$ cat src/rtl/tug_referee_pkg.sv
`default_nettype none
// ============================================================================
// Module      : tug_pkg
// Description : Shared types and constants for the tug-of-war referee.
// Revision    : 1.0 - initial release
// ============================================================================
package tug_pkg;

    localparam int unsigned C_N_LIGHTS_DEF    = 9;
    localparam int unsigned C_HOLD_CYCLES_DEF = 4;
    localparam int unsigned C_WIN_SCORE_DEF   = 7;
    localparam int unsigned C_SCORE_W         = 3;

    typedef enum logic [1:0] {
        PLAY       = 2'd0,
        HOLD       = 2'd1,
        MATCH_OVER = 2'd2
    } tug_state_e;

    localparam logic [1:0] C_WIN_NONE  = 2'b00;
    localparam logic [1:0] C_WIN_LEFT  = 2'b01;
    localparam logic [1:0] C_WIN_RIGHT = 2'b10;

    function automatic logic [C_SCORE_W-1:0] sat_inc(
        input logic [C_SCORE_W-1:0] i_val,
        input logic [C_SCORE_W-1:0] i_lim
    );
        return (i_val >= i_lim) ? i_lim : i_val + 1'b1;
    endfunction

endpackage
`default_nettype wire

$ cat src/rtl/tug_referee_if.sv
`default_nettype none
// ============================================================================
// Module      : tug_referee_if
// Description : Player keys, light field and referee outputs as one bundle.
// Revision    : 1.0 - initial release
// ============================================================================
interface tug_referee_if
    import tug_pkg::*;
#(
    parameter int N_LIGHTS = C_N_LIGHTS_DEF
) ();
    logic                  L_key;
    logic                  R_key;
    logic [N_LIGHTS-1:0]   field;
    logic                  L_pulse;
    logic                  R_pulse;
    logic                  round_rst;
    logic [C_SCORE_W-1:0]  L_score;
    logic [C_SCORE_W-1:0]  R_score;
    logic [1:0]            winner;
    logic                  game_over;

    // master: the playfield / player side; slave: the referee
    modport master (
        output L_key, R_key, field,
        input  L_pulse, R_pulse, round_rst, L_score, R_score, winner, game_over
    );
    modport slave (
        input  L_key, R_key, field,
        output L_pulse, R_pulse, round_rst, L_score, R_score, winner, game_over
    );
endinterface
`default_nettype wire

$ cat src/rtl/tug_referee_key_edge.sv
`default_nettype none
// ============================================================================
// Module      : key_edge
// Description : Rising-edge detector with a registered, gated one-cycle pulse.
// Revision    : 1.0 - initial release
// ============================================================================
module key_edge (
    input  wire logic clk,
    input  wire logic rst,
    input  wire logic i_key,
    input  wire logic i_en,
    output logic      o_pulse
);
    logic r_hist_q;
    logic r_pulse_q;
    logic w_pulse_d;

    // History always follows the key so an edge seen while disabled is lost
    always_comb begin
        w_pulse_d = i_en & i_key & ~r_hist_q;
    end

    always_ff @(posedge clk) begin
        if (rst) begin
            r_hist_q  <= 1'b0;
            r_pulse_q <= 1'b0;
        end else begin
            r_hist_q  <= i_key;
            r_pulse_q <= w_pulse_d;
        end
    end

    assign o_pulse = r_pulse_q;
endmodule
`default_nettype wire

$ cat src/rtl/tug_referee.sv
`default_nettype none
// ============================================================================
// Module      : tug_referee
// Description : Referee FSM for a two-player tug-of-war light game.
// Revision    : 1.0 - initial release
// ============================================================================
module tug_referee
    import tug_pkg::*;
#(
    parameter int N_LIGHTS    = C_N_LIGHTS_DEF,
    parameter int HOLD_CYCLES = C_HOLD_CYCLES_DEF,
    parameter int WIN_SCORE   = C_WIN_SCORE_DEF
) (
    input  wire logic     clk,
    input  wire logic     reset,
    tug_referee_if.slave  bus
);
    localparam int                   C_HOLD_W   = $clog2(HOLD_CYCLES + 1);
    localparam logic [C_HOLD_W-1:0]  C_HOLD_LD  = C_HOLD_W'(HOLD_CYCLES);
    localparam logic [C_HOLD_W-1:0]  C_HOLD_ONE = C_HOLD_W'(1);
    localparam logic [C_SCORE_W-1:0] C_WIN      = C_SCORE_W'(WIN_SCORE);

    tug_state_e            r_state_q,     w_state_d;
    logic [C_HOLD_W-1:0]   r_hold_cnt_q,  w_hold_cnt_d;
    logic [C_SCORE_W-1:0]  r_l_score_q,   w_l_score_d;
    logic [C_SCORE_W-1:0]  r_r_score_q,   w_r_score_d;
    logic [1:0]            r_winner_q,    w_winner_d;
    logic                  r_round_rst_q, w_round_rst_d;
    logic                  r_game_over_q, w_game_over_d;
    logic                  w_l_pulse;
    logic                  w_r_pulse;
    logic                  w_key_en;
    logic                  w_unused_field;

    // Enabling on the next state keeps every pulse inside a PLAY cycle
    assign w_key_en = (w_state_d == PLAY);

    key_edge u_key_edge_l (
        .clk     (clk),
        .rst     (reset),
        .i_key   (bus.L_key),
        .i_en    (w_key_en),
        .o_pulse (w_l_pulse)
    );

    key_edge u_key_edge_r (
        .clk     (clk),
        .rst     (reset),
        .i_key   (bus.R_key),
        .i_en    (w_key_en),
        .o_pulse (w_r_pulse)
    );

    always_comb begin
        w_state_d     = r_state_q;
        w_hold_cnt_d  = r_hold_cnt_q;
        w_l_score_d   = r_l_score_q;
        w_r_score_d   = r_r_score_q;
        w_winner_d    = r_winner_q;
        w_round_rst_d = 1'b0;
        case (r_state_q)
            PLAY: begin
                if (w_l_pulse && !w_r_pulse && bus.field[N_LIGHTS-1]) begin
                    w_l_score_d  = sat_inc(r_l_score_q, C_WIN);
                    w_winner_d   = C_WIN_LEFT;
                    w_hold_cnt_d = C_HOLD_LD;
                    w_state_d    = HOLD;
                end else if (w_r_pulse && !w_l_pulse && bus.field[0]) begin
                    w_r_score_d  = sat_inc(r_r_score_q, C_WIN);
                    w_winner_d   = C_WIN_RIGHT;
                    w_hold_cnt_d = C_HOLD_LD;
                    w_state_d    = HOLD;
                end
            end
            HOLD: begin
                if (r_hold_cnt_q <= C_HOLD_ONE) begin
                    w_hold_cnt_d = '0;
                    if ((r_l_score_q == C_WIN) || (r_r_score_q == C_WIN)) begin
                        w_state_d = MATCH_OVER;
                    end else begin
                        w_state_d     = PLAY;
                        w_round_rst_d = 1'b1;
                    end
                end else begin
                    w_hold_cnt_d = r_hold_cnt_q - 1'b1;
                end
            end
            MATCH_OVER: begin
                w_state_d = MATCH_OVER;
            end
            default: begin
                w_state_d = PLAY;
            end
        endcase
        w_game_over_d = (w_state_d == MATCH_OVER);
    end

    always_ff @(posedge clk) begin
        if (reset) begin
            r_state_q     <= PLAY;
            r_hold_cnt_q  <= '0;
            r_l_score_q   <= '0;
            r_r_score_q   <= '0;
            r_winner_q    <= C_WIN_NONE;
            r_round_rst_q <= 1'b0;
            r_game_over_q <= 1'b0;
        end else begin
            r_state_q     <= w_state_d;
            r_hold_cnt_q  <= w_hold_cnt_d;
            r_l_score_q   <= w_l_score_d;
            r_r_score_q   <= w_r_score_d;
            r_winner_q    <= w_winner_d;
            r_round_rst_q <= w_round_rst_d;
            r_game_over_q <= w_game_over_d;
        end
    end

    // Only the two end cells matter to the referee
    assign w_unused_field = ^bus.field;

    assign bus.L_pulse   = w_l_pulse;
    assign bus.R_pulse   = w_r_pulse;
    assign bus.round_rst = r_round_rst_q;
    assign bus.L_score   = r_l_score_q;
    assign bus.R_score   = r_r_score_q;
    assign bus.winner    = r_winner_q;
    assign bus.game_over = r_game_over_q;
endmodule
`default_nettype wire

$ cat src/flat_wrapper.sv
// flat-port wrapper written by rule: the top's interface ports become plain ports
module tug_referee_flat import tug_pkg::*;
#(
    parameter int N_LIGHTS    = C_N_LIGHTS_DEF,
    parameter int HOLD_CYCLES = C_HOLD_CYCLES_DEF,
    parameter int WIN_SCORE   = C_WIN_SCORE_DEF
)
  (clk, reset, bus_L_key, bus_R_key, bus_field, bus_L_pulse, bus_R_pulse, bus_round_rst, bus_L_score, bus_R_score, bus_winner, bus_game_over);
  tug_referee_if #(.N_LIGHTS(N_LIGHTS)) bus_i ();
  input  wire logic clk;
  input  wire logic reset;
  input wire logic [$bits(bus_i.L_key)-1:0] bus_L_key;
  input wire logic [$bits(bus_i.R_key)-1:0] bus_R_key;
  input wire logic [$bits(bus_i.field)-1:0] bus_field;
  output wire logic [$bits(bus_i.L_pulse)-1:0] bus_L_pulse;
  output wire logic [$bits(bus_i.R_pulse)-1:0] bus_R_pulse;
  output wire logic [$bits(bus_i.round_rst)-1:0] bus_round_rst;
  output wire logic [$bits(bus_i.L_score)-1:0] bus_L_score;
  output wire logic [$bits(bus_i.R_score)-1:0] bus_R_score;
  output wire logic [$bits(bus_i.winner)-1:0] bus_winner;
  output wire logic [$bits(bus_i.game_over)-1:0] bus_game_over;
  assign bus_i.L_key = bus_L_key;
  assign bus_i.R_key = bus_R_key;
  assign bus_i.field = bus_field;
  assign bus_L_pulse = bus_i.L_pulse;
  assign bus_R_pulse = bus_i.R_pulse;
  assign bus_round_rst = bus_i.round_rst;
  assign bus_L_score = bus_i.L_score;
  assign bus_R_score = bus_i.R_score;
  assign bus_winner = bus_i.winner;
  assign bus_game_over = bus_i.game_over;
  tug_referee #(.N_LIGHTS(N_LIGHTS), .HOLD_CYCLES(HOLD_CYCLES), .WIN_SCORE(WIN_SCORE)) u_core (.clk(clk), .reset(reset), .bus(bus_i));
endmodule
$ cat config.mk
export PLATFORM = sky130hd
export DESIGN_NAME = tug_referee_flat
export DESIGN_NICKNAME = d
export VERILOG_FILES = /design/src/rtl/tug_referee_pkg.sv /design/src/rtl/tug_referee_if.sv /design/src/rtl/tug_referee_key_edge.sv /design/src/rtl/tug_referee.sv /design/src/flat_wrapper.sv
export SDC_FILE = /design/constraint.sdc
export NUM_CORES = 1
export LEC_CHECK = 0
export CAP_MARGIN = 5
export CELL_PAD_IN_SITES_DETAIL_PLACEMENT = 1
export CELL_PAD_IN_SITES_GLOBAL_PLACEMENT = 1
export CORE_ASPECT_RATIO = 0.8
export CORE_MARGIN = 3
export CORE_UTILIZATION = 37
export DETAILED_ROUTE_END_ITERATION = 10
export GPL_ROUTABILITY_DRIVEN = 1
export GPL_TIMING_DRIVEN = 0
export PLACE_DENSITY_LB_ADDON = 0.1
export SYNTH_ARGS = -nofsm -noshare
export SYNTH_HDL_FRONTEND = slang
export SYNTH_HIERARCHICAL = 1
export SYNTH_SLANG_ARGS = --single-unit
$ cat constraint.sdc
create_clock -name clk -period 3.2 [get_ports clk]
set_input_delay 0.64 -clock clk [delete_from_list [all_inputs] [get_ports clk]]
set_output_delay 0.64 -clock clk [all_outputs]
set_load 0.05 [all_outputs]
==> Word level (Yosys, flattened, before mapping) <==
Cells that the tools add are included.
{ "classes": {"n_addsub": 3, "order_cmp": 3, "n_eq_ne": 6, "mux": 14, "bitwise": 9, "reduce_logical": 16} }
{ "ops": {"columns": ["cell", "count"], "rows": [
  ["3-bit 2-to-1 mux", 5],
  ["2-bit 2-to-1 mux", 6],
  ["3-bit by 1-bit adder with 3-bit output, second input constant", 2],
  ["3-bit == test, second input constant", 2],
  ["3-bit >= comparator, second input constant", 2],
  ["2-bit case mux with 3 select lines", 1],
  ["3-bit case mux with 2 select lines", 1],
  ["2-bit AND reduction", 3],
  ["1-bit NOT", 5],
  ["1-bit bitwise AND", 4],
  ["2-bit == test, second input constant", 2],
  ["1-bit logical AND", 4],
  ["2-bit zero test", 2],
  ["2-bit nonzero test", 2],
  ["3-bit by 1-bit <= comparator with 1-bit output, second input constant", 1],
  ["3-bit by 1-bit inequality test with 1-bit output, second input constant", 1],
  ["3-bit AND reduction", 1],
  ["3-bit OR reduction", 1],
  ["3-bit by 1-bit subtractor with 3-bit output, second input constant", 1],
  ["2-bit by 1-bit == test with 1-bit output, second input constant", 1],
  ["1-bit zero test", 2],
  ["1-bit logical OR", 1],
  ["1-bit 2-to-1 mux", 1]
]} }
{ "word_totals": {"register_bits": 19, "inputBits": 13} }

==> Depth between registers and ports, before layout <==
Gate-level depths: netlist of the first run.
{ "depth": {"ltp_word": 9, "mapped_depth": 6, "depth_no_buf": 6} }

==> Cells and area by module <==
Netlist of the first run, hierarchy kept.
{ "modules_own_cells": {"columns": ["module", "instances", "cells_each", "area_per_inst_um2", "seq_area_each_um2"], "rows": [
  ["tug_referee", 1, 83, 775.7, 300.3],
  ["key_edge", 2, 4, 60.1, 40.0]
]} }

==> Least setup slack after synthesis of the first run <==
Ideal clock, no wire load.
{ "synth_path": {"path_kind": "register -> register", "start": "register u_core.r_r_score_q[0], in the netlist u_core/bus.R_score[0]", "end": "register u_core.u_key_edge_l.r_pulse_q, in the netlist u_core/u_key_edge_l/o_pulse", "arrival_time_ns": 1.831, "required_time_ns": 3.083, "path_slack_ns": 1.252, "stages_incl_launch_ff": 7, "n_path_buf": 0, "path_cell_list": "dfxtp_1 > ha_1 > ha_1 > nor2_1 > o41ai_2 > and3b_1 > and4bb_1"} }
{ "synth_between": {"elab_chain_len": 8} }
{ "synth_rtl": {"columns": ["item", "line_no", "rtl"], "rows": [
  ["start: declaration", "tug_referee.sv:26", "logic [C_SCORE_W-1:0] r_r_score_q, w_r_score_d;"],
  ["start signal: assignment", "tug_referee.sv:111", "r_r_score_q <= w_r_score_d;"],
  ["3-bit == test", "tug_referee.sv:78", "if ((r_l_score_q == C_WIN) || (r_r_score_q == C_WIN)) begin"],
  ["1-bit logical OR", "tug_referee.sv:78", null],
  ["2-bit 2-to-1 mux", "tug_referee.sv:78", null],
  ["2-bit 2-to-1 mux", "tug_referee.sv:76", "if (r_hold_cnt_q <= C_HOLD_ONE) begin"],
  ["2-bit case mux with 3 select lines", "tug_referee.sv:61", "case (r_state_q)"],
  ["2-bit zero test", "tug_referee.sv:36", "assign w_key_en = (w_state_d == PLAY);"],
  ["net u_core.w_key_en", "tug_referee.sv:32", "logic w_key_en;"],
  ["1-bit bitwise AND (2 in a row)", "tug_referee_key_edge.sv:20", "w_pulse_d = i_en & i_key & ~r_hist_q;"],
  ["end signal: assignment", "tug_referee_key_edge.sv:29", "r_pulse_q <= w_pulse_d;"],
  ["end: declaration", "tug_referee_key_edge.sv:15", "logic r_pulse_q;"]
]} }
The timed path passes the listed nets, and every way through them passes these cells.
A chain may end at the register's enable or synchronous reset.

==> Final worst setup path of the first run <==
{ "layout_path": {"start": "register u_core.r_l_score_q[0], in the netlist u_core/bus.L_score[0]", "end": "output port bus_L_score[0]"} }
{ "layout_lines": {"columns": ["item", "line_no", "rtl"], "rows": [
  ["start: declaration", "tug_referee.sv:25", "logic [C_SCORE_W-1:0] r_l_score_q, w_l_score_d;"],
  ["start signal: assignment", "tug_referee.sv:110", "r_l_score_q <= w_l_score_d;"],
  ["end: declaration", "flat_wrapper.sv:18", "output wire logic [$bits(bus_i.L_score)-1:0] bus_L_score;"]
]} }
No word-level cell between the ends.

==> summary.md, run 1 <==
| Metric | Value |
|---|---|
| Total negative slack | `0 ns` |
| Post-CTS Setup Bufs | `0` |
| TritonCTS clock tree | `built` |
| Critical path buffers and inverters | `1` |
| Clock Sinks | `19` |
| Clock latency on the worst-skew pair | `0.30 ns` |
| Post_cts resized | `0` |
| Setup Crit Path Kind | `flop to output port` |
| Max H-tree Level | `1` |
| Layout cell share with drive strength beyond 1 | `0.1071` |
| Die Height | `50.01 µm` |
| Mapped Nets | `110` |
| Gr ovfl total | `0` |
| HPWL after detailed placement | `~1600 µm` |
| Initial antenna violation count | `0` |
| PortBufs | `17` |
| Detailed Route Iter0 Violations | `21` |
| Total GRT Usage | `0.1563` |
| # nets final | `about 130` |
| Setup crit end kind | `output port` |
| Fmax | `between 0.4 and 0.5 GHz` |
| Row count | `15` |
| Cell Chain, Critical Path | `clkdlybuf4s50_1` |
| CP top delay family | `buffers and inverters` |
| Ranking of synthesized cells by area | `dfxtp_1 (42%), ha_1 (8.4%), a21oi_1 (5.0%), a211oi_1 (4.2%), and3b_1 (2.9%)` |
| Clk pwr share | `0.266` |
| Slowest CP cell | `clkdlybuf4s50_1` |
| Sw Pwr | `0.1396 mW` |
| Post-synth EDFFs | `0` |
| Synthesized area per cell | `roughly 9.8 µm²` |
| Tcrit/Tclk final | `0.6958` |
| Final Slew Violations | `0` |
| Min Hold Slack | `about 0.49 ns` |
| Ports | `25` |
| Switching part of the total power | `0.2976` |
| Final wirelength | `about 2100 µm` |
| Vias per cell | `~5.8` |
| Min cycle time layout | `~2.2 ns` |
| Crit start category | `flop` |
| Cell taking the most area after synthesis | `dfxtp_1` |
| Layout area overhead | `25.56%` |
| Pin count of the biggest net entering global routing | `12` |
| # hold bufs at CTS | `0` |
| Maximum clock path buffer count | `2` |
| Worst IR Drop VDD | `between 0.2 and 0.3 mV` |
| Crit-path max FO | `5` |
| Comb pwr share | `0.183` |
| Number of synthesized register bits | `19` |
| TritonCTS Buffers | `3` |
| DR pass1 iterations | `4` |
| Routed length per instance | `roughly 15 µm` |
| Internal power | `about 0.33 mW` |
| Leakage | `0.4305 nW` |
| DR vias | `796` |
| Cell Area, Synth | `~900 µm²` |
| Delay of the slowest critical-path stage | `around 0.84 ns` |
| Async set or reset register ratio after synthesis | `0` |
| Core ar. | `2233 µm²` |
| Critical path arrival | `1.59 ns` |
| Ant. Diodes | `0` |
| Die area | `just over 3000 µm²` |
| Part of the power in registers | `0.551` |
| Clk pin slew, worst setup/hold paths | `between 0.1 and 0.15 ns` |
| Unique masters post-synth | `34` |
| Gate Count Post-Synth | `about 90` |
| Clock Root Buffer | `clkbuf_4` |
| Final GP Congestion | `around 0.7` |
| Final hold vios | `0` |
| Sequential-to-total area share from yosys stat | `0.4246` |
| Max-cap violations | `0` |
| Routed Antenna Nets | `0` |
| Status | `complete, no violations` |
| First-pass GRT wire length | `about 3400 µm` |
| Worst slew pin tran | `a little over 0.5 ns` |
| HP Class | `flop to flop` |
| Required time of the worst setup path | `approximately 2.6 ns` |
| Synth warnings | `6` |
| RSZ-0062 raised after global routing | `no` |
| DR DRC count | `0` |
| Die span in x | `about 61 µm` |
| Rel. slew slack | `0.6612` |
| Skew final | `around 0.00093 ns` |
| Vias in the first global route | `706` |
| Post-synth top area share | `0.4246` |
| Starting Density | `0.4011` |
| PwrDens | `between 400 and 500 nW/µm²` |
| Final setup viols | `0` |
| Top FF cell, synth | `dfxtp_1` |
[final timing paths]
| path | start | to | slack (ns) | cells after the start |
|---|---|---|---|---|
| max reg2reg | u_core/bus.L_score[0] | u_core/u_key_edge_l/o_pulse | 1.37 | 6 |
| min | u_core/bus.winner[1] | u_core/bus.winner[1] | 0.49 | 1 |
| min reg2reg | u_core/bus.winner[1] | u_core/bus.winner[1] | 0.49 | 1 |
| max | u_core/bus.L_score[0] | bus_L_score[0] | 0.97 | 1 |
[power by group through the flow]
stage | combinational (mW) | sequential, mW | clock [mW]
after global routing | 0.0933 | 0.260 | 0.147
after global placement | 0.0846 | 0.263 | 0
final | 0.0860 | 0.258 | 0.125
after floorplan | 0.0345 | 0.285 | 0
after CTS | 0.0867 | 0.259 | 0.131
after detailed placement | 0.0862 | 0.264 | 0
[cells by family (layout without fill, tap and decap cells)]
family,count (synthesis),in the layout,synth area share
AND/OR/NAND/NOR,29,29,0.2318
AO/OA/AOI/OAI,28,28,0.2165
flip-flops,19,19,0.4246
buffers and inverters,9,30,0.04329
adder cells (fa/ha/maj),6,6,0.08380
[layout by cell type (no fill, tap or decap), types with 2 or more instances in the layout]
| master | instances |
|---|---|
| dfxtp_1 | 19 |
| clkdlybuf4s50_1 | 17 |
| a21oi_1 | 9 |
| inv_1 | 6 |
| ha_1 | 6 |
| a211oi_1 | 5 |
| nor3_1 | 4 |
| clkbuf_4 | 3 |
| and2b_1 | 3 |
| and3b_1 | 3 |
| a31oi_1 | 3 |
| nor4_1 | 3 |
| nor2_1 | 2 |
| nand2b_1 | 2 |
| o21ai_0 | 2 |
| nand3b_1 | 2 |
| nor2b_1 | 2 |
| and4bb_1 | 2 |
[synth_stat cells (all sizes together), types with 3 or more instances]
master,number
a31oi,3
and2b,3
nor3,4
nor2,3
a211oi,5
nand2b,3
inv,6
ha,6
nor4,3
and3b,3
dfxtp,19
a21oi,9
o21ai,3
[final cells by class]
cell class,count,area [µm²]
clock inverters,1,5.005
well taps,25,31.28
inverters,6,22.52
clock buffers,3,22.52
flip-flops and latches,19,380.4
fillers,255,1109
repair buffers,17,170.2
multi-input cells,63,476.7
plain buffers,3,16.27
[through the flow]
stage	area, µm²	power [mW]	util	std cells	worst slack, ns
finish	1125	0.4691	0.5036	137	0.9736
global route	1125	0.5008	0.5036	137	0.9026
global placement	1097	0.3475	0.4913	133	1.092
floorplan	895.9	0.3193	-	91	1.252
detailed placement	1097	0.3501	0.4913	133	1.084
CTS	1125	0.4764	0.5036	137	0.9732
[flip-flops by register name, indices dropped and copies added (netlist names), 2 cells and up]
name,cells
u_core/bus.L_score,3
u_core/bus.R_score,3
u_core/bus.winner,2
u_core/r_hold_cnt_q,3
u_core/r_state_q,2
[metal layers]
metal,share of wire,vias up,wire (µm),track usage
met5,0,-,0,0
met4,0.016,0,33,0.06498
met3,0.034,4,71,0.05759
met2,0.46,9,960,0.2082
met1,0.49,401,1024,0.2217
li1,-,382,-,-
Note: power is estimated with default switching activity, not from simulation.
==> run 2: changes to the inputs <==
--- a/config.mk
+++ b/config.mk
@@ -10,7 +10,7 @@
 export CELL_PAD_IN_SITES_GLOBAL_PLACEMENT = 1
 export CORE_ASPECT_RATIO = 0.8
 export CORE_MARGIN = 3
-export CORE_UTILIZATION = 37
+export CORE_UTILIZATION = 31
 export DETAILED_ROUTE_END_ITERATION = 10
 export GPL_ROUTABILITY_DRIVEN = 1
 export GPL_TIMING_DRIVEN = 0
==> constraint.sdc (replaced) <==
create_clock -name clk -period 2 [get_ports clk]
set_input_delay 0.4 -clock clk [delete_from_list [all_inputs] [get_ports clk]]
set_output_delay 0.4 -clock clk [all_outputs]
set_load 0.05 [all_outputs]
==> summary.md, run 2 (synthesis gave the netlist of run 1 again) <==
| Metric | Value |
|---|---|
| Setup crit end kind | `output port` |
| Min cycle time layout | `1.924 ns` |
| Tcrit/Tclk final | `0.9622` |
| Die span in x | `66.10 µm (+8.3%)` |
| Final setup viols | `0 (unchanged)` |
| Clk pwr share | `0.260 (-0.006)` |
| Vias in the first global route | `827 (+17%)` |
| Required time of the worst setup path | `1.60 ns (-0.96 ns)` |
| Internal power | `0.5299 mW (+61%)` |
| Gr ovfl total | `0 (unchanged)` |
| Routed length per instance | `15.89 µm (+4.1%)` |
| Ant. Diodes | `0 (unchanged)` |
| Core ar. | `2603 µm² (+17%)` |
| Sw Pwr | `0.2200 mW (+58%)` |
| Fmax | `around 0.52 GHz` |
| Slowest CP cell | `clkdlybuf4s50_1` |
| CP top delay family | `buffers and inverters` |
| Max-cap violations | `0 (unchanged)` |
| Total chip power | `0.7499 mW (+60%)` |
| Most frequent cells in the layout | `dfxtp_1 (19), clkdlybuf4s50_1 (12), a21oi_1 (9)` |
| Max H-tree Level | `1 (unchanged)` |
| TritonCTS Buffers | `3 (unchanged)` |
| FILL cells | `314 (+23%)` |
| Vias per cell | `5.324 (-8.4%)` |
| Setup Crit Path Kind | `flop to output port` |
| Layout cell share with drive strength beyond 1 | `0.09821 (-0.008929)` |
| Crit start category | `flop` |
| Die area | `3575 µm² (+17%)` |
| HPWL after detailed placement | `1769 µm (+12%)` |
| Clock Root Buffer | `clkbuf_4` |
| RSZ-0062 raised after global routing | `no` |
| Part of the power in registers | `0.553 (+0.002)` |
| Comb pwr share | `0.187 (+0.004)` |
| Final std cells w/o fill | `148 (+8.0%)` |
| Final Slew Violations | `0 (unchanged)` |
| Worst IR Drop VDD | `0.2302 mV (-12%)` |
| Routed Antenna Nets | `0 (unchanged)` |
| PwrDens | `645.9 nW/µm² (+55%)` |
| Delay of the slowest critical-path stage | `0.83 ns (about the same)` |
| HP Class | `flop to flop` |
| Placed insts | `144 (+8.3%)` |
| Clock latency on the worst-skew pair | `0.30 ns (about the same)` |
| Leakage | `0.5218 nW (+21%)` |
| Layout area overhead | `29.61%` |
| Cell Chain, Critical Path | `clkdlybuf4s50_1` |
| Initial antenna violation count | `0 (unchanged)` |
| Final hold vios | `0 (unchanged)` |
| TritonCTS clock tree | `built` |
| Final GP Congestion | `0.7337 (+2.6%)` |
| Total GRT Usage | `0.1504 (-0.005949)` |
| Worst slew pin tran | `0.5079 ns (+0.001252 ns)` |
| Skew final | `0.002637 ns (+0.001704 ns)` |
| Clk pin slew, worst setup/hold paths | `0.10 ns (about the same)` |
| PortBufs | `17 (unchanged)` |
| Total negative slack | `0 ns (unchanged)` |
| Detailed Route Iter0 Violations | `30 (+43%)` |
| Maximum clock path buffer count | `2 (unchanged)` |
| Starting Density | `0.3442 (-0.05689)` |
| Post-CTS Setup Bufs | `0 (unchanged)` |
| Critical path arrival | `1.52 ns (-0.07 ns)` |
| Switching part of the total power | `0.2933 (-0.004253)` |
| Final cell utilization of the core | `0.4462 (-0.05749)` |
| # nets final | `132 (unchanged)` |
| Post_cts resized | `0 (unchanged)` |
| Crit-path max FO | `4 (-1)` |
| Die Height | `54.08 µm (+8.1%)` |
| Clock Sinks | `19 (unchanged)` |
| DR pass1 iterations | `4 (unchanged)` |
| Ports | `25 (unchanged)` |
| DR vias | `788 (-1.0%)` |
| Critical path buffers and inverters | `1 (unchanged)` |
| DR DRC count | `0 (unchanged)` |
| Rel. slew slack | `0.6603 (-0.0008380)` |
| Final wirelength | `2351 µm (+12%)` |
| Pin count of the biggest net entering global routing | `11 (-1)` |
| Status | `complete, no violations` |
| # hold bufs at CTS | `0 (unchanged)` |
| Row count | `16 (+1)` |
| Most common cell after layout, fill and taps aside | `dfxtp_1` |
| First-pass GRT wire length | `4036 µm (+18%)` |
## run 2: changes by cell type in the layout (fill, tap and decap cells not counted), sizes merged
cell / previous run / this run
clkdlybuf4s50: 17 / 12
clkinv: 1 / 0
clkbuf: 4 / 5
dlymetal6s2s: 0 / 5
## run 2: power groups by stage
stage	sequential, mW	clock [mW]	combinational [mW]
2_1_floorplan	0.456	0	0.0553
3_3_place_gp	0.421	0	0.136
3_5_place_dp	0.423	0	0.140
4_1_cts	0.415	0.209	0.141
5_1_grt	0.419	0.224	0.151
6_report	0.415	0.195	0.140
## run 2: final timing paths
path	from	endpoint	slack (ns)	cells after the start
worst max-delay path	u_core/bus.R_score[1]	bus_R_score[1]	0.08	1
worst min-delay path	u_core/bus.winner[1]	u_core/bus.winner[1]	0.48	1
worst max register to register	u_core/bus.L_score[0]	u_core/u_key_edge_r/o_pulse	0.15	6
worst min register to register	u_core/bus.winner[1]	u_core/bus.winner[1]	0.48	1
## run 2: cell type report
class	instances	area, µm²	share of cell area
multi-input combinational	63	488.0	0.4203
sequential	19	380.4	0.3276
timing repair buffer	17	182.7	0.1573
tap	36	45.04	0.03879
clock buffer	4	26.28	0.02263
inverter	6	22.52	0.01940
buffer	3	16.27	0.01401
## run 2: through the flow
| stage | setup slack, ns | hold slack (ns) | area [µm²] |
|---|---|---|---|
| floorplan | 0.05157 | 0.4624 | 895.9 |
| global placement | 0.1370 | 0.4567 | 1111 |
| detailed placement | 0.1151 | 0.4596 | 1111 |
| CTS | 0.01769 | 0.4915 | 1137 |
| global route | 0.004351 | 0.5280 | 1161 |
| finish | 0.07562 | 0.4817 | 1161 |
## run 2: layer usage
metal | part of all wire | global-route usage | up-vias
met5 | 0 | 0 | -
met4 | 0.0051 | 0.04054 | 0
met3 | 0.028 | 0.04384 | 2
met2 | 0.49 | 0.2389 | 11
met1 | 0.48 | 0.1993 | 395
li1 | - | - | 380
==> run 3: changes to the inputs <==
--- a/config.mk
+++ b/config.mk
@@ -5,6 +5,7 @@
 export SDC_FILE = /design/constraint.sdc
 export NUM_CORES = 1
 export LEC_CHECK = 0
+export ABC_AREA = 0
 export CAP_MARGIN = 5
 export CELL_PAD_IN_SITES_DETAIL_PLACEMENT = 1
 export CELL_PAD_IN_SITES_GLOBAL_PLACEMENT = 1
@@ -15,6 +16,7 @@
 export GPL_ROUTABILITY_DRIVEN = 1
 export GPL_TIMING_DRIVEN = 0
 export PLACE_DENSITY_LB_ADDON = 0.1
+export REMOVE_ABC_BUFFERS = 1
 export SYNTH_ARGS = -nofsm -noshare
 export SYNTH_HDL_FRONTEND = slang
 export SYNTH_HIERARCHICAL = 1
==> summary.md, run 3 (synthesis gave the netlist of run 1 again) <==
| Metric | Value |
|---|---|
| Status | `complete, no violations` |
| Max H-tree Level | `1 (unchanged)` |
| Rel. slew slack | `0.5222 (-0.1381)` |
| Die area | `3575 µm² (unchanged)` |
| TritonCTS Buffers | `3 (unchanged)` |
| Setup Crit Path Kind | `flop to output port` |
| Comb pwr share | `0.180 (-0.007)` |
| Ports | `25 (unchanged)` |
| Reg2Reg Depth | `6 (unchanged)` |
| Pin count of the biggest net entering global routing | `22 (+11)` |
| Vias per cell | `5.062 (-4.9%)` |
| Core ar. | `2603 µm² (unchanged)` |
| Setup crit end kind | `output port` |
| Clock Sinks | `19 (unchanged)` |
| PwrDens | `658.3 nW/µm² (+1.9%)` |
| HP Class | `flop to flop` |
| Total GRT Usage | `0.1268 (-0.02356)` |
| Routed Antenna Nets | `0 (unchanged)` |
| Final hold vios | `0 (unchanged)` |
| RR Startpoint | `u_core/bus.L_score[0]` |
| Final setup viols | `0 (unchanged)` |
| Required time of the worst setup path | `1.60 ns (about the same)` |
| Most frequent cells in the layout | `dfxtp_1 (19), clkdlybuf4s50_1 (14), a21oi_1 (9)` |
| Clock Root Buffer | `clkbuf_4` |
| Final wirelength | `1964 µm (-16%)` |
| HPWL after detailed placement | `1475 µm (-17%)` |
| Hold Path Depth | `1 (unchanged)` |
| DR DRC count | `0 (unchanged)` |
| FILL cells | `319 (+1.6%)` |
| # nets final | `129 (-2.3%)` |
| Clk pin slew, worst setup/hold paths | `0.11 ns (about the same)` |
| Fmax | `0.5185 GHz (-0.21%)` |
| Layout area overhead | `25.98%` |
| Post-CTS Setup Bufs | `0 (unchanged)` |
| Gr ovfl total | `0 (unchanged)` |
| Switching part of the total power | `0.2895 (-0.003812)` |
| Die span in x | `66.10 µm (unchanged)` |
| Die Height | `54.08 µm (unchanged)` |
| Crit start category | `flop` |
| DR vias | `734 (-6.9%)` |
| Tcrit/Tclk final | `0.9642 (+0.002041)` |
| First-pass GRT wire length | `3367 µm (-17%)` |
| Detailed Route Iter0 Violations | `37 (+23%)` |
| DP Worst Slack | `0.02457 ns (-0.09050 ns)` |
| Critical path arrival | `1.53 ns (about the same)` |
| Min Hold Slack | `0.4967 ns (+0.01500 ns)` |
| Maximum clock path buffer count | `2 (unchanged)` |
| Sw Pwr | `0.2151 mW (-2.2%)` |
| DR pass1 iterations | `2 (-2)` |
| R2R Setup Slk | `0.22 ns (+0.07 ns)` |
| Final critical-path setup slack | `0.07154 ns (-0.004083 ns)` |
| Layout cell share with drive strength beyond 1 | `0.08257 (-0.01565)` |
| Worst slew pin tran | `0.7145 ns (+0.2066 ns)` |
| Ant. Diodes | `0 (unchanged)` |
| Skew final | `0.001331 ns (-0.001306 ns)` |
| Worst IR Drop VDD | `0.2539 mV (+10%)` |
| Number of stages on the worst setup path | `1 (unchanged)` |
| Leakage | `0.4703 nW (-9.9%)` |
| Vias in the first global route | `709 (-14%)` |
| Delay of the slowest critical-path stage | `0.83 ns (about the same)` |
| Most common cell after layout, fill and taps aside | `dfxtp_1` |
| Part of the power in registers | `0.556 (+0.003)` |
| Multi-input logic area | `476.7 µm² (-2.3%)` |
| Hold endpoint | `u_core/bus.winner[1]` |
| TritonCTS clock tree | `built` |
| Min cycle time layout | `1.928 ns (+0.004083 ns)` |
| Placed insts | `141 (-2.1%)` |
| Max-cap violations | `0 (unchanged)` |
| RSZ-0062 raised after global routing | `no` |
| Clock latency on the worst-skew pair | `0.29 ns (about the same)` |
| Total negative slack | `0 ns (unchanged)` |
| Routed length per instance | `13.54 µm (-15%)` |
| Critical path buffers and inverters | `1 (unchanged)` |
| Worst Min Path Start | `u_core/bus.winner[1]` |
| Initial antenna violation count | `0 (unchanged)` |
| Total chip power | `0.7429 mW (-0.94%)` |
| Starting Density | `0.3442 (unchanged)` |
| Sequential cell area | `380.4 µm² (unchanged)` |
| Final GP Congestion | `0.6993 (-4.7%)` |
| Crit-path max FO | `5 (+1)` |
| Final std cells w/o fill | `145 (-2.0%)` |
| Internal power | `0.5278 mW (-0.40%)` |
| Cell Chain, Critical Path | `clkdlybuf4s50_1` |
| Row count | `16 (unchanged)` |
| FF-to-FF End | `u_core/u_key_edge_r/o_pulse` |
| CP top delay family | `buffers and inverters` |
| Final Slew Violations | `0 (unchanged)` |
| Clk pwr share | `0.264 (+0.004)` |
| PortBufs | `17 (unchanged)` |
| Slowest CP cell | `clkdlybuf4s50_1` |
## run 3: changes by cell type in the layout (fill, tap and decap cells not counted)
cell / previous run / this run
clkdlybuf4s50_1: 12 / 14
buf_4: 1 / 0
o41ai_4: 1 / 0
o41ai_2: 0 / 1
buf_2: 1 / 0
clkbuf_1: 2 / 1
dlymetal6s2s_1: 5 / 3
## run 3: how the worst max path moves through the flow
stage	from	end	slack, ns
finish	u_core/u_key_edge_l/o_pulse	bus_L_pulse	0.07
global route	u_core/u_key_edge_l/o_pulse	bus_L_pulse	0.006
CTS	u_core/bus.L_score[0]	bus_L_score[0]	0.03
detailed placement	reset	u_core/bus.round_rst	0.02
global placement	reset	u_core/bus.round_rst	0.04
floorplan	u_core/bus.R_score[0]	u_core/u_key_edge_l/o_pulse	0.05
## run 3: metal layers
metal / routed length, µm / share of wire / track usage / vias up
met1: 1040 / 0.53 / 0.1835 / 347
met4: 0 / 0 / 0.02027 / 0
met3: 72 / 0.037 / 0.04384 / 0
met5: 0 / 0 / 0 / -
li1: - / - / - / 374
met2: 851 / 0.43 / 0.1829 / 13
## run 3: area by class of cell
| type | instances | share of cell area |
|---|---|---|
| clock buffer | 4 | 0.02328 |
| inverter | 6 | 0.01996 |
| sequential | 19 | 0.3370 |
| multi-input combinational | 63 | 0.4224 |
| tap | 36 | 0.03991 |
| timing repair buffer | 17 | 0.1574 |
## run 3: power by group through the flow
stage | clock, mW | combinational, mW | sequential, mW
6_report | 0.196 | 0.134 | 0.413
5_1_grt | 0.227 | 0.145 | 0.417
4_1_cts | 0.209 | 0.136 | 0.414
3_5_place_dp | 0 | 0.136 | 0.422
3_3_place_gp | 0 | 0.133 | 0.421
2_1_floorplan | 0 | 0.0497 | 0.456
## run 3: per-stage QoR
stage                 util  cell area, µm²
finish              0.4337            1129
global route        0.4337            1129
CTS                 0.4308            1121
detailed placement  0.4207            1095
global placement    0.4207            1095
floorplan                -           879.6
## run 3: what timing repair did
action,in CTS,in global routing
hold buffers,0,0
gates resized for setup,0,3
endpoints found under the setup margin,0,3
